### config.mk
export PLATFORM = sky130hd
export DESIGN_NAME = mips_run_ctrl
export DESIGN_NICKNAME = d
export VERILOG_FILES = /design/src/rtl/mips_run_ctrl.sv
export SDC_FILE = /design/constraint.sdc
export NUM_CORES = 1
export LEC_CHECK = 0
export BUFFER_PORTS_ARGS = -buffer_cell sky130_fd_sc_hd__buf_2
export CAP_MARGIN = 20
export CORE_MARGIN = 2
export CORE_UTILIZATION = 30
export DETAILED_ROUTE_END_ITERATION = 8
export PLACE_DENSITY = 0.58
export RECOVER_POWER = 100
export SLEW_MARGIN = 20
export SYNTH_ARGS = -nofsm -noshare
export SYNTH_HDL_FRONTEND = slang
export SYNTH_SLANG_ARGS = --single-unit
### constraint.sdc
create_clock -name clk -period 4.6 [get_ports clk]
set_clock_uncertainty 0.2 [all_clocks]
set_input_delay 0.46 -clock clk [delete_from_list [all_inputs] [get_ports clk]]
set_output_delay 0.46 -clock clk [all_outputs]
set_load 0.05 [all_outputs]
### src/rtl/mips_run_ctrl.sv
// mips_run_ctrl: execution controller for the pipelined MIPS core.
// Converts a debounced push-button and a run/step switch into a single-cycle
// clock-enable for the processor. Supports single-step, free-run (one enable
// every RUN_DIV cycles) and breakpoint-stopped free-run, plus a latched fault
// halt and a count of enabled cycles for the display.
//
// Ports:
//   clk        - board clock, all logic on posedge
//   rst        - synchronous active-high reset
//   btn        - debounced push-button level, synchronous to clk
//   mode_run   - 1 = free-run, 0 = single-step
//   bp_en      - breakpoint enable
//   bp_addr    - breakpoint PC
//   pc_current - processor PC
//   halt_req   - fault request (level)
//   cpu_en     - processor clock-enable
//   state      - IDLE=0, STEP=1, RUN=2, BREAK=3, FAULT=4
//   cycle_cnt  - number of cycles with cpu_en asserted (wraps)
//   at_break   - high while in BREAK
module mips_run_ctrl #(
    parameter int unsigned RUN_DIV = 50000,
    parameter int unsigned DIV_W   = 16
) (
    input  logic        clk,
    input  logic        rst,
    input  logic        btn,
    input  logic        mode_run,
    input  logic        bp_en,
    input  logic [31:0] bp_addr,
    input  logic [31:0] pc_current,
    input  logic        halt_req,
    output logic        cpu_en,
    output logic [2:0]  state,
    output logic [15:0] cycle_cnt,
    output logic        at_break
);

    typedef enum logic [2:0] {
        StIdle  = 3'd0,
        StStep  = 3'd1,
        StRun   = 3'd2,
        StBreak = 3'd3,
        StFault = 3'd4
    } state_e;

    localparam logic [DIV_W-1:0] DivLast = DIV_W'(RUN_DIV - 1);

    state_e           state_q, state_d;
    logic [DIV_W-1:0] div_q;
    logic             skip_q;
    logic             skip_set;
    logic             btn_q;
    logic [15:0]      cycle_cnt_q;

    logic btn_edge;
    logic bp_hit;
    logic tick;

    assign btn_edge = btn & ~btn_q;
    assign bp_hit   = bp_en & (pc_current == bp_addr) & ~skip_q;
    assign tick     = (div_q == DivLast);

    // State register
    always_ff @(posedge clk) begin
        if (rst) begin
            state_q <= StIdle;
        end else begin
            state_q <= state_d;
        end
    end

    // Next-state logic; halt_req outranks everything but reset
    always_comb begin
        state_d  = state_q;
        skip_set = 1'b0;
        if (halt_req) begin
            state_d = StFault;
        end else begin
            unique case (state_q)
                StIdle: begin
                    if (btn_edge) begin
                        state_d = mode_run ? StRun : StStep;
                    end
                end
                StStep: begin
                    state_d = StIdle;
                end
                StRun: begin
                    if (bp_hit) begin
                        state_d = StBreak;
                    end else if (btn_edge || !mode_run) begin
                        state_d = StIdle;
                    end
                end
                StBreak: begin
                    // Leaving a breakpoint arms skip so the same PC does not re-trigger
                    if (btn_edge) begin
                        state_d  = mode_run ? StRun : StStep;
                        skip_set = 1'b1;
                    end
                end
                StFault: begin
                    state_d = StFault;
                end
                default: begin
                    state_d = StIdle;
                end
            endcase
        end
    end

    // Output decode; a fault request or reset suppresses any enable this cycle
    always_comb begin
        cpu_en   = 1'b0;
        at_break = 1'b0;
        unique case (state_q)
            StStep:  cpu_en = 1'b1;
            StRun:   cpu_en = tick & ~bp_hit;
            StBreak: at_break = 1'b1;
            default: begin
                cpu_en   = 1'b0;
                at_break = 1'b0;
            end
        endcase
        cpu_en = cpu_en & ~halt_req & ~rst;
    end

    // Datapath registers
    always_ff @(posedge clk) begin
        // btn_q follows btn even in reset so a button held across reset is not a press
        btn_q <= btn;
        if (rst) begin
            div_q       <= '0;
            skip_q      <= 1'b0;
            cycle_cnt_q <= 16'd0;
        end else begin
            if (state_d == StRun && state_q != StRun) begin
                div_q <= '0;
            end else if (state_q == StRun && !bp_hit) begin
                div_q <= tick ? '0 : div_q + DIV_W'(1);
            end

            if (skip_set) begin
                skip_q <= 1'b1;
            end else if (cpu_en) begin
                skip_q <= 1'b0;
            end

            if (cpu_en) begin
                cycle_cnt_q <= cycle_cnt_q + 16'd1;
            end
        end
    end

    assign state     = state_q;
    assign cycle_cnt = cycle_cnt_q;

endmodule
After elaboration in Yosys (flattened, before gate mapping)

Cells that the tools add are included.

Register bits after elaboration: 37
Bits in latches: 0
Memory bits (writable): 0
ROM bits: 0
Bits of input ports: 70
Output and inout port bits: 21
Memories kept: 0

$add $sub $neg: 2
Multiply operators: 0
Divide/modulo/power cells: 0
Magnitude comparators: 0
Eq/ne operators: 8
Shift operators: 0
Muxes and demuxes: 14
Bitwise logic cells: 11
Reductions and logical operators: 9

Operator list:

| cell                                                                    | number |
|---|---|
| 16-bit by 1-bit adder with 16-bit output, second input constant         | 2 |
| 32-bit equality test                                                    | 1 |
| 16-bit equality test, second input constant                             | 1 |
| 16-bit 2-to-1 mux                                                       | 1 |
| 3-bit 2-to-1 mux                                                        | 4 |
| 3-bit by 2-bit equality test with 1-bit output, second input constant   | 3 |
| 3-bit one-hot mux with 3 select lines                                   | 1 |
| 1-bit AND                                                               | 6 |
| 1-bit 2-to-1 mux                                                        | 6 |
| 1-bit inverter                                                          | 5 |
| 2-bit OR reduction                                                      | 2 |
| 3-bit by 1-bit equality test with 1-bit output, second input constant   | 1 |
| 3-bit equality test, second input constant                              | 1 |
| 3-bit logical NOT                                                       | 1 |
| 3-bit by 2-bit inequality test with 1-bit output, second input constant | 1 |
| 1-bit logical AND                                                       | 2 |
| 1-bit logical NOT                                                       | 2 |
| 2-bit 2-to-1 mux                                                        | 1 |
| 1-bit one-hot mux with 2 select lines                                   | 1 |
| 2-bit nonzero test                                                      | 1 |
| 1-bit logical OR                                                        | 1 |

Logic depth before layout (Yosys ltp)

Gate-level depths: netlist (run 1).

Word-level depth: 10
Depth in mapped cells: 10

Worst setup path before layout (run 1)

No wires, ideal clock.

Path type: register to output
From: reg div_q[4]
To: out cpu_en
Arrival: 2.276 ns
Data required time: 3.940 ns
Setup slack: 1.664 ns
Cell stages (with the launch flop): 9
Buffers on the path: 2
Cells stage by stage: dfxtp_1 or4b_4 nor4_4 nand2_2 a311oi_4 o21ai_2 buf_6 buf_6 inv_2

Longest elaborated chain between the ends: 5

Ends and longest elaborated chain:

| item                                  | line | source |
|---|---|---|
| start, declared                       | 49   | `logic [DIV_W-1:0] div_q;` |
| start signal, assigned                | 140  | `div_q <= tick ? '0 : div_q + DIV_W'(1);` |
| 16-bit equality test                  | 61   | `assign tick = (div_q == DivLast);` |
| 1-bit AND                             | 118  | `StRun: cpu_en = tick & ~bp_hit;` |
| 1-bit one-hot mux with 2 select lines | 116  | `unique case (state_q)` |
| 1-bit AND (2 in a row)                | 125  | `cpu_en = cpu_en & ~halt_req & ~rst;` |
| end, declared                         | 32   | `output logic cpu_en,` |

No other way between the ends.

Worst setup path after layout (run 1)

Ends and elaborated chain as after synthesis.

==> results.md, run 1 <==
* Outcome: finished, final reports clean
* Placed cells at 474
* Fillers at 804
* # clock sinks at 37
* Layout Cells excl Fill at 481
* Final nets at 451
* Worst EP arrival at 3.08 ns
* Layout cells sized above 1 at 21.6%
* DR DRC count at 0
* Gr ovfl total at 0
* Largest family of logic cells by synthesized area: simple AND/OR/NAND/NOR gates
* Largest net degree at the start of global routing at 22
* Synth cell count leaders: dfxtp_1, xnor2_1, nor2_1, nand2_1, a21oi_1
* Peak supply drop at 94.1 uV
* Max-cap violations at 0
* Power Density at 222 nW/um^2
* Slew @ Worst Pin at 0.782 ns
* Synth top area cells: dfxtp_1, xnor2_1, nand4_1, a21oi_1, nor2_1
* Seq cells post-synth at 37
* Chip width at 92.4 um
* CP Buf/Inv Count at 2
* Global-route wire length before repair at 9780 um
* Drt first-iter violations at 44
* Die ar. at 8540 um^2
* TritonCTS clock tree: yes
* XOR/XNOR share of the synthesized area at 13.8%
* Clock slew at reported path FFs at 0.07 ns
* Hpwl dp at 4780 um
* Most common cell in the netlist: dfxtp_1
* Core Box Area at 7650 um^2
* Synth async-reset ratio at 0%
* Final hold slack at 0.0950 ns
* Root Driver: clkbuf_8
* Antenna viol nets, final at 0
* Fin area at 2930 um^2
* Mapped Area at 2350 um^2
* Worst slack at placement at 1.31 ns
* Compound-Gate Fraction of Synth Area at 16.4%
* Multiplexer area fraction after synthesis at 0.960%
* GRT Util Overall at 14.0%
* Slowest cell on the critical path: nor4_1
* First-pass DRT Iterations at 4
* Die Ht at 92.4 um
* Slew HR at 47.9%
* Area share of the largest cell type after synthesis at 31.6%
* DR WL/cell at 12.3 um
* Skew-Pair Late Insertion Delay at 0.28 ns
* RSZ-0062 raised after global routing: no
* Area leader, netlist: dfxtp_1
* Io pins at 91
* Crit path capture type: output pin
* Crit path max-delay family: simple AND/OR/NAND/NOR gates
* Syn_nets at 362
* Simple-Gate Fraction of Synth Area at 32.4%
* Max-slew violation count at 0
* Minimum clock period at 3.74 ns
* Post-CTS Repair Setup Buffers at 0
* Vias in the first global route at 2225
* Fin. Hold Viols at 0
* Fin worst setup slack at 0.859 ns
* Max frequency at 0.267 GHz
* Synth cell types at 48
* Detailed Route WL at 5920 um
* Post-synthesis sequential area ratio at 31.6%
* Clock buffer depth at 2
* Diodes inserted at 0
* Critical path startpoint category: flop
* CTS H-tree depth at 2
* Final setup viols at 0
* Crit path required time at 3.94 ns
* Warnings, synthesis at 0
* Via density per instance at 4.97
* Setup CP Type: flop to output pin
* Row cnt at 32
* Final period util at 81.3%
* Leakage at 1.05 nW
* Post-synth EDFFs at 0
* Slowest stage delay, CP at 0.65 ns
* Initial antenna violation count at 0
* Top_reg_cell synth: dfxtp_1
* Max FO, Critical Path at 21
* CTS Buf Count at 5
* Synth Area per Inst at 8.09 um^2
* Initial core utilization at 30.7%
* GP Congestion at 0.747
* Port bufs at 90
* Hold Path Class: input port to flop
* Cts hold-fix bufs at 0
* Area grow syn2layout at 24.7%
* Dpl cell area at 2880 um^2
* Final setup TNS at 0 ns
* Crit-path cells: or4b_4, nor4_1, nand2_2, a311oi_4, o21ai_2, inv_2, buf_2
* Post-CTS sizing at 0
* Syn Inst Count at 290
* Adder-Cell Fraction of Synth Area at 1.07%
* Via count at 2390
metrics by stage:
step                      utilization [%]  total power, mW
final                                38.3            0.649
after global placement               37.6            0.429
after floorplan                         -            0.382
after CTS                            38.8            0.659
after detailed placement             37.6            0.430
after global routing                 38.3            0.683
flip-flops by register name, summed over array words and instances, names as in the netlist:
signal     flops
cycle_cnt     16
div_q         16
state          3
skip_q         1
btn_q          1
area by class of cell:
type,count,area (um^2),share of cell area [%]
flip-flops and latches,37,741,25.3
inverters,12,45.0,1.54
multi-input cells,233,1500,51.3
well taps,102,128,4.36
repair buffers,90,425,14.5
clock buffers,7,86.3,2.95
routing by layer:
metal | GRT usage [%] | vias up | part of all wire [%]
met5 | 0 | - | 0
met4 | 4.10 | 0 | 0.86
met3 | 2.28 | 5 | 6.2
met2 | 24.3 | 89 | 48
met1 | 17.7 | 1048 | 45
li1 | - | 1248 | -
final timing paths:
| path | cells past startpoint | slack, ns | start | to |
|---|---|---|---|---|
| hold / removal | 1 | 0.09 | btn | btn_q |
| hold reg to reg | 2 | 0.27 | cycle_cnt[8] | cycle_cnt[8] |
| setup / recovery | 7 | 0.86 | div_q[4] | cpu_en |
| setup reg to reg | 7 | 1.13 | div_q[4] | cycle_cnt[15] |
where the power goes:
group / leakage (nW) / internal, mW / switching, mW
combinational: 0.703 / 0.0477 / 0.0496
clock: 0.0443 / 0.119 / 0.109
sequential: 0.299 / 0.322 / 0.00203
logic make-up (layout without fill, tap and decap cells):
group | Yosys count | count (layout)
fa+ha+maj | 2 | 2
xor+xnor | 37 | 37
compound gates | 57 | 57
simple gates | 135 | 135
flops | 37 | 37
mux | 2 | 2
buf+inv | 20 | 109
placed cells by master (no fill, tap or decap), types with 7 or more instances in the layout:
cell	synthesis	layout
nor3_1	7	7
nand2b_1	10	10
xnor2_1	31	31
inv_1	11	11
or3_1	7	7
nand4_1	17	17
buf_2	0	70
nand3_1	16	16
clkbuf_1	6	21
o21ai_0	8	8
nor2_1	22	22
a21oi_1	19	19
dfxtp_1	37	37
nand2_1	21	21
worst reg2reg max path: stages, from the launching register on:
cell	delay [ns]
dfxtp_1	0.35
or4b_4	0.53
nor4_1	0.65
nand2_2	0.14
a311oi_4	0.45
o21ai_2	0.32
nor4_1	0.37
mux2_1	0.35
(Power assumes the default switching activity.)
==> run 2: changes to the inputs <==
- clock period: 4.6 -> 3.7 ns (I/O delays scaled with it)
==> run 2 against run 1 <==
Compared with the run above:
- final area is 1.5% higher
- combinational power is 24% higher
- clock-buffer cell count is 2 lower
- total power is 33% higher
- flip-flop and latch count stayed put
- critical path depth stayed put
- hold slack better by 0.060 ns
- critical endpoint unchanged
==> results.md, run 2 (synthesized netlist as in run 1, its figures left out) <==
* TritonCTS clock tree: yes (unchanged)
* Crit path max-delay family: simple AND/OR/NAND/NOR gates (unchanged)
* Layout Cells excl Fill at 483 (was 481)
* Via density per instance at 4.99 (was 4.97)
* Commonest non-fill, non-tap cells in the layout: buf_2, dfxtp_1, xnor2_1 (unchanged)
* Outcome: finished, final reports clean (unchanged)
* Final period util at 89.4%
* DR DRC count at 0 (unchanged)
* Max-cap violations at 0 (unchanged)
* Via count at 2412 (was 2390)
* Max-slew violation count at 0 (unchanged)
* Largest net degree at the start of global routing at 18 (was 22)
* Area grow syn2layout at 26.6% (was 24.7%)
* Initial core utilization at 30.7% (unchanged)
* Worst EP arrival at 2.74 ns (was 3.08 ns)
* Global-route wire length before repair at 10300 um (was 9780 um)
* Core Box Area at 7650 um^2 (unchanged)
* Fin. Hold Viols at 0 (unchanged)
* Clk pwr share at 39.2% (was 35.1%)
* Layout cells sized above 1 at 21.5% (was 21.6%)
* Final setup viols at 0 (unchanged)
* Slew @ Worst Pin at 0.641 ns (was 0.782 ns)
* RSZ-0062 raised after global routing: no (unchanged)
* Slowest cell on the critical path: or4b_1 (was nor4_1)
* Crit-path cells: or4b_1, nor4_4, nand2_2, a311oi_4, o21ai_2, inv_2, clkbuf_2 (was or4b_4, nor4_1, nand2_2, a311oi_4, o21ai_2, inv_2, buf_2)
* Leakage at 1.07 nW (was 1.05 nW)
* GP Congestion at 0.753 (was 0.747)
* Most common cell after layout, fill and taps aside: buf_2 (unchanged)
* DR WL/cell at 12.5 um (was 12.3 um)
* Seq pwr share at 46.7% (was 49.9%)
* Critical path startpoint category: flop (unchanged)
* Max frequency at 0.302 GHz
* Port bufs at 90 (unchanged)
* Setup CP Type: flop to output pin (unchanged)
* Hpwl dp at 4890 um (was 4780 um)
* Placed cells at 475 (was 474)
* Pwr Total at 0.861 mW (was 0.649 mW)
* Die ar. at 8540 um^2 (unchanged)
* Die Ht at 92.4 um (unchanged)
* CTS H-tree depth at 2 (unchanged)
* Chip width at 92.4 um (unchanged)
* Peak supply drop at 150 uV (was 94.1 uV)
* Crit path required time at 3.13 ns (was 3.94 ns)
* Fin area at 2970 um^2 (was 2930 um^2)
* Internal power at 0.655 mW (was 0.488 mW)
* Detailed Route WL at 6060 um (was 5920 um)
* Dpl cell area at 2890 um^2 (was 2880 um^2)
* Final setup TNS at 0 ns (unchanged)
* Slowest stage delay, CP at 0.50 ns (was 0.65 ns)
* Initial antenna violation count at 0 (unchanged)
* Vias in the first global route at 2349 (was 2225)
* Max FO, Critical Path at 14 (was 21)
* Skew-Pair Late Insertion Delay at 0.29 ns (was 0.28 ns)
* Row cnt at 32 (unchanged)
* Clock slew at reported path FFs at 0.07 ns (about the same)
* Hold Path Class: input port to flop (unchanged)
* CTS Buf Count at 5 (unchanged)
* Antenna viol nets, final at 0 (unchanged)
* First-pass DRT Iterations at 4 (unchanged)
* Gr ovfl total at 0 (unchanged)
* Post-layout util at 38.8% (was 38.3%)
* Root Driver: clkbuf_8 (unchanged)
* Final nets at 453 (was 451)
* Power Density at 290 nW/um^2 (was 222 nW/um^2)
* Io pins at 91 (unchanged)
* Psw at 0.206 mW (was 0.161 mW)
* Comb pwr share at 14.1% (was 15.0%)
* Minimum clock period at 3.31 ns
* GRT Util Overall at 14.7% (was 14.0%)
* Diodes inserted at 0 (unchanged)
* Sw Ratio at 23.9% (was 24.8%)
* CP Buf/Inv Count at 2 (unchanged)
* Crit path capture type: output pin (unchanged)
* Slew HR at 56.8% (was 47.9%)
* Clock buffer depth at 2 (unchanged)
* Drt first-iter violations at 118 (was 44)
* # clock sinks at 37 (unchanged)
-- run 2: layout make-up --
| type | instances | area, um^2 |
|---|---|---|
| clock buffer | 5 | 68.8 |
| clock inverter | 2 | 35.0 |
| multi-input combinational | 233 | 1520 |
| inverter | 12 | 45.0 |
| fill | 815 | 4680 |
| sequential | 37 | 741 |
| timing repair buffer | 92 | 437 |
| tap | 102 | 128 |
-- run 2: final timing paths --
| check | from | to | slack [ns] | cells past startpoint |
|---|---|---|---|---|
| worst min-delay path | mode_run | state[1] | 0.16 | 3 |
| worst max register to register | div_q[3] | cycle_cnt[11] | 0.53 | 8 |
| worst max-delay path | div_q[3] | cpu_en | 0.39 | 7 |
| worst min register to register | div_q[1] | div_q[1] | 0.29 | 2 |
-- run 2: per-stage QoR --
| stage | setup slack (ns) | hold slack [ns] |
|---|---|---|
| finish | 0.391 | 0.155 |
| global route | 0.175 | 0.167 |
| CTS | 0.384 | 0.148 |
| detailed placement | 0.525 | 0.274 |
| global placement | 0.647 | 0.264 |
| floorplan | 0.854 | 0.198 |
-- run 2: routing by layer --
metal	track usage [%]	up-vias	routed length [um]
met5	0	-	0
met4	4.23	0	37
met3	3.09	2	386
met2	25.2	87	2900
met1	18.6	1075	2730
li1	-	1248	-
-- run 2: power groups by stage --
stage	sequential [mW]	combinational (mW)	clock [mW]
6_report	0.402	0.121	0.338
4_1_cts	0.402	0.124	0.348
2_1_floorplan	0.415	0.0607	0
5_1_grt	0.402	0.135	0.371
3_5_place_dp	0.412	0.123	0
3_3_place_gp	0.412	0.122	0
-- run 2: worst register-to-register path, stage by stage, from the launching register on --
cell	delay, ns
dfxtp_1	0.42
or4b_1	0.50
nor4_4	0.38
nand2_2	0.11
a311oi_4	0.42
o21ai_2	0.26
clkbuf_1	0.27
o311ai_0	0.37
o41ai_1	0.13
-- run 2: what timing repair did --
item,4_1_cts,5_1_grt
hold buffers,1,0
resized for setup,0,0
hold endpoints to repair,1,0
buffers inserted,0,0
==> run 3: changes to the inputs <==
- CELL_PAD_IN_SITES_DETAIL_PLACEMENT: default -> 1
- CELL_PAD_IN_SITES_GLOBAL_PLACEMENT: default -> 2
- CORE_UTILIZATION: 30 -> 27
- PLACE_DENSITY: 0.58 -> 0.84
==> run 3 against run 2 <==
Compared with the run above:
- hold slack got worse by 0.021 ns
- fmax increased by 1.9%
- flip-flop and latch count unchanged
- routed wire length increased by 16%
- total power increased by 10%
- sequential share of layout area decreased by 0.32 points
- non-clock buffer count unchanged
- worst setup slack improved by 0.063 ns
- cell count increased by 1.4%
- critical path type unchanged
- die area increased by 11%
- first-iteration DRC count decreased by 65%
- via count increased by 3.7%
==> results.md, run 3 (synthesized netlist as in run 1, its figures left out) <==
* Crit path required time at 3.13 ns (about the same)
* Placed cells at 481 (was 475)
* Core Box Area at 8550 um^2 (was 7650 um^2)
* CTS H-tree depth at 2 (unchanged)
* Seq pwr share at 42.3% (was 46.7%)
* Outcome: finished, final reports clean (unchanged)
* CTS Buf Count at 5 (unchanged)
* Max-slew violation count at 0 (unchanged)
* Layout cells sized above 1 at 22.0% (was 21.5%)
* Slew HR at 56.4% (was 56.8%)
* First-pass DRT Iterations at 4 (unchanged)
* Initial antenna violation count at 0 (unchanged)
* Max frequency at 0.308 GHz (was 0.302 GHz)
* Hold Path Depth at 3 (unchanged)
* Critical path startpoint category: flop (unchanged)
* GRT Util Overall at 14.9% (was 14.7%)
* DR WL/cell at 14.3 um (was 12.5 um)
* Leakage at 1.09 nW (was 1.07 nW)
* Chip width at 97.2 um (was 92.4 um)
* Worst path depth at 7 (unchanged)
* Vias in the first global route at 2543 (was 2349)
* Post-CTS sizing at 0 (unchanged)
* Via density per instance at 5.11 (was 4.99)
* Clk pwr share at 44.7% (was 39.2%)
* # clock sinks at 37 (unchanged)
* Slew @ Worst Pin at 0.647 ns (was 0.641 ns)
* Hold Path Class: input port to flop (unchanged)
* Largest net degree at the start of global routing at 18 (unchanged)
* Gr ovfl total at 0 (unchanged)
* Die Ht at 97.2 um (was 92.4 um)
* Drt first-iter violations at 41 (was 118)
* Antenna viol nets, final at 0 (unchanged)
* Die ar. at 9450 um^2 (was 8540 um^2)
* Area grow syn2layout at 28.2% (was 26.6%)
* TritonCTS clock tree: yes (unchanged)
* Crit path max-delay family: simple AND/OR/NAND/NOR gates (unchanged)
* Peak supply drop at 115 uV (was 150 uV)
* CP Buf/Inv Count at 2 (unchanged)
* Layout Cells excl Fill at 490 (was 483)
* Psw at 0.223 mW (was 0.206 mW)
* Power Density at 316 nW/um^2 (was 290 nW/um^2)
* Comb pwr share at 12.9% (was 14.1%)
* Post-CTS Repair Setup Buffers at 0 (unchanged)
* Max FO, Critical Path at 10 (was 14)
* RSZ-0062 raised after global routing: no (unchanged)
* Setup CP Type: flop to output pin (unchanged)
* Final setup viols at 0 (unchanged)
* Minimum clock period at 3.25 ns (was 3.31 ns)
* Detailed Route WL at 7000 um (was 6060 um)
* Slowest cell on the critical path: or4b_1 (unchanged)
* Clock slew at reported path FFs at 0.08 ns (was 0.07 ns)
* Global-route wire length before repair at 11800 um (was 10300 um)
* Clock buffer depth at 2 (unchanged)
* Port bufs at 90 (unchanged)
* Cts hold-fix bufs at 1 (unchanged)
* Hpwl dp at 5670 um (was 4890 um)
* Internal power at 0.727 mW (was 0.655 mW)
* Worst EP arrival at 2.68 ns (was 2.74 ns)
* Initial core utilization at 27.4% (was 30.7%)
* Final nets at 453 (unchanged)
* Fin. Hold Viols at 0 (unchanged)
* GP Congestion at 0.740 (was 0.753)
* Root Driver: clkbuf_8 (unchanged)
* Skew-Pair Late Insertion Delay at 0.29 ns (about the same)
* Diodes inserted at 0 (unchanged)
* Most common cell after layout, fill and taps aside: buf_2 (unchanged)
* Final setup TNS at 0 ns (unchanged)
* Post-layout util at 35.2% (was 38.8%)
* Sw Ratio at 23.5% (was 23.9%)
* Io pins at 91 (unchanged)
* Worst reg2reg setup slack at 0.50 ns (was 0.53 ns)
* Fin worst setup slack at 0.454 ns (was 0.391 ns)
* Commonest non-fill, non-tap cells in the layout: buf_2, dfxtp_1, xnor2_1 (unchanged)
* Crit-path cells: or4b_1, nor4_4, nand2_2, a311oi_4, o21ai_2, inv_2, clkbuf_2 (unchanged)
* Crit path capture type: output pin (unchanged)
* Final period util at 87.7% (was 89.4%)
* Worst slack at placement at 0.618 ns (was 0.525 ns)
* DR DRC count at 0 (unchanged)
* Max-cap violations at 0 (unchanged)
* Slowest stage delay, CP at 0.51 ns (was 0.50 ns)
* Worst r2r path cells at 8 (unchanged)
* Row cnt at 34 (was 32)
* Via count at 2502 (was 2412)
run 3: power groups by stage:
| stage | clock, mW | combinational, mW | sequential [mW] |
|---|---|---|---|
| global route | 0.447 | 0.137 | 0.403 |
| CTS | 0.437 | 0.127 | 0.402 |
| global placement | 0 | 0.123 | 0.412 |
| finish | 0.425 | 0.123 | 0.402 |
| floorplan | 0 | 0.0607 | 0.415 |
| detailed placement | 0 | 0.126 | 0.412 |
run 3: worst register-to-register path, cell delays in order, from the launching register on:
cell and delay (ns):
dfxtp_1 0.43, or4b_1 0.51, nor4_4 0.37, nand2_2 0.11, a311oi_4 0.40, o21ai_2 0.21, clkbuf_1 0.31, o311ai_0 0.42
o41ai_1 0.13
run 3: path summary, 6_finish.rpt:
path | from | endpoint
min | halt_req | state[2]
max reg2reg | div_q[3] | cycle_cnt[11]
max | div_q[3] | cpu_en
min reg2reg | div_q[1] | div_q[1]
run 3: stage by stage:
stage,instance area (um^2),hold slack (ns),power [mW]
after CTS,3040,0.126,0.966
after detailed placement,2890,0.275,0.537
after global placement,2890,0.260,0.535
after global routing,3010,0.184,0.986
final,3010,0.134,0.951
after floorplan,2350,0.198,0.476
run 3: layout make-up:
class,count,area [um^2]
sequential,37,741
clock inverter,3,65.1
tap,108,135
timing repair buffer,92,438
multi-input combinational,233,1520
fill,1079,5540
clock buffer,5,68.8
inverter,12,45.0
run 3: routing by layer:
metal	track usage [%]	wire (um)	vias up
met5	0	0	-
met3	3.31	476	6
li1	-	-	1243
met1	18.2	3060	1167
met2	26.5	3380	86
met4	4.17	78	0
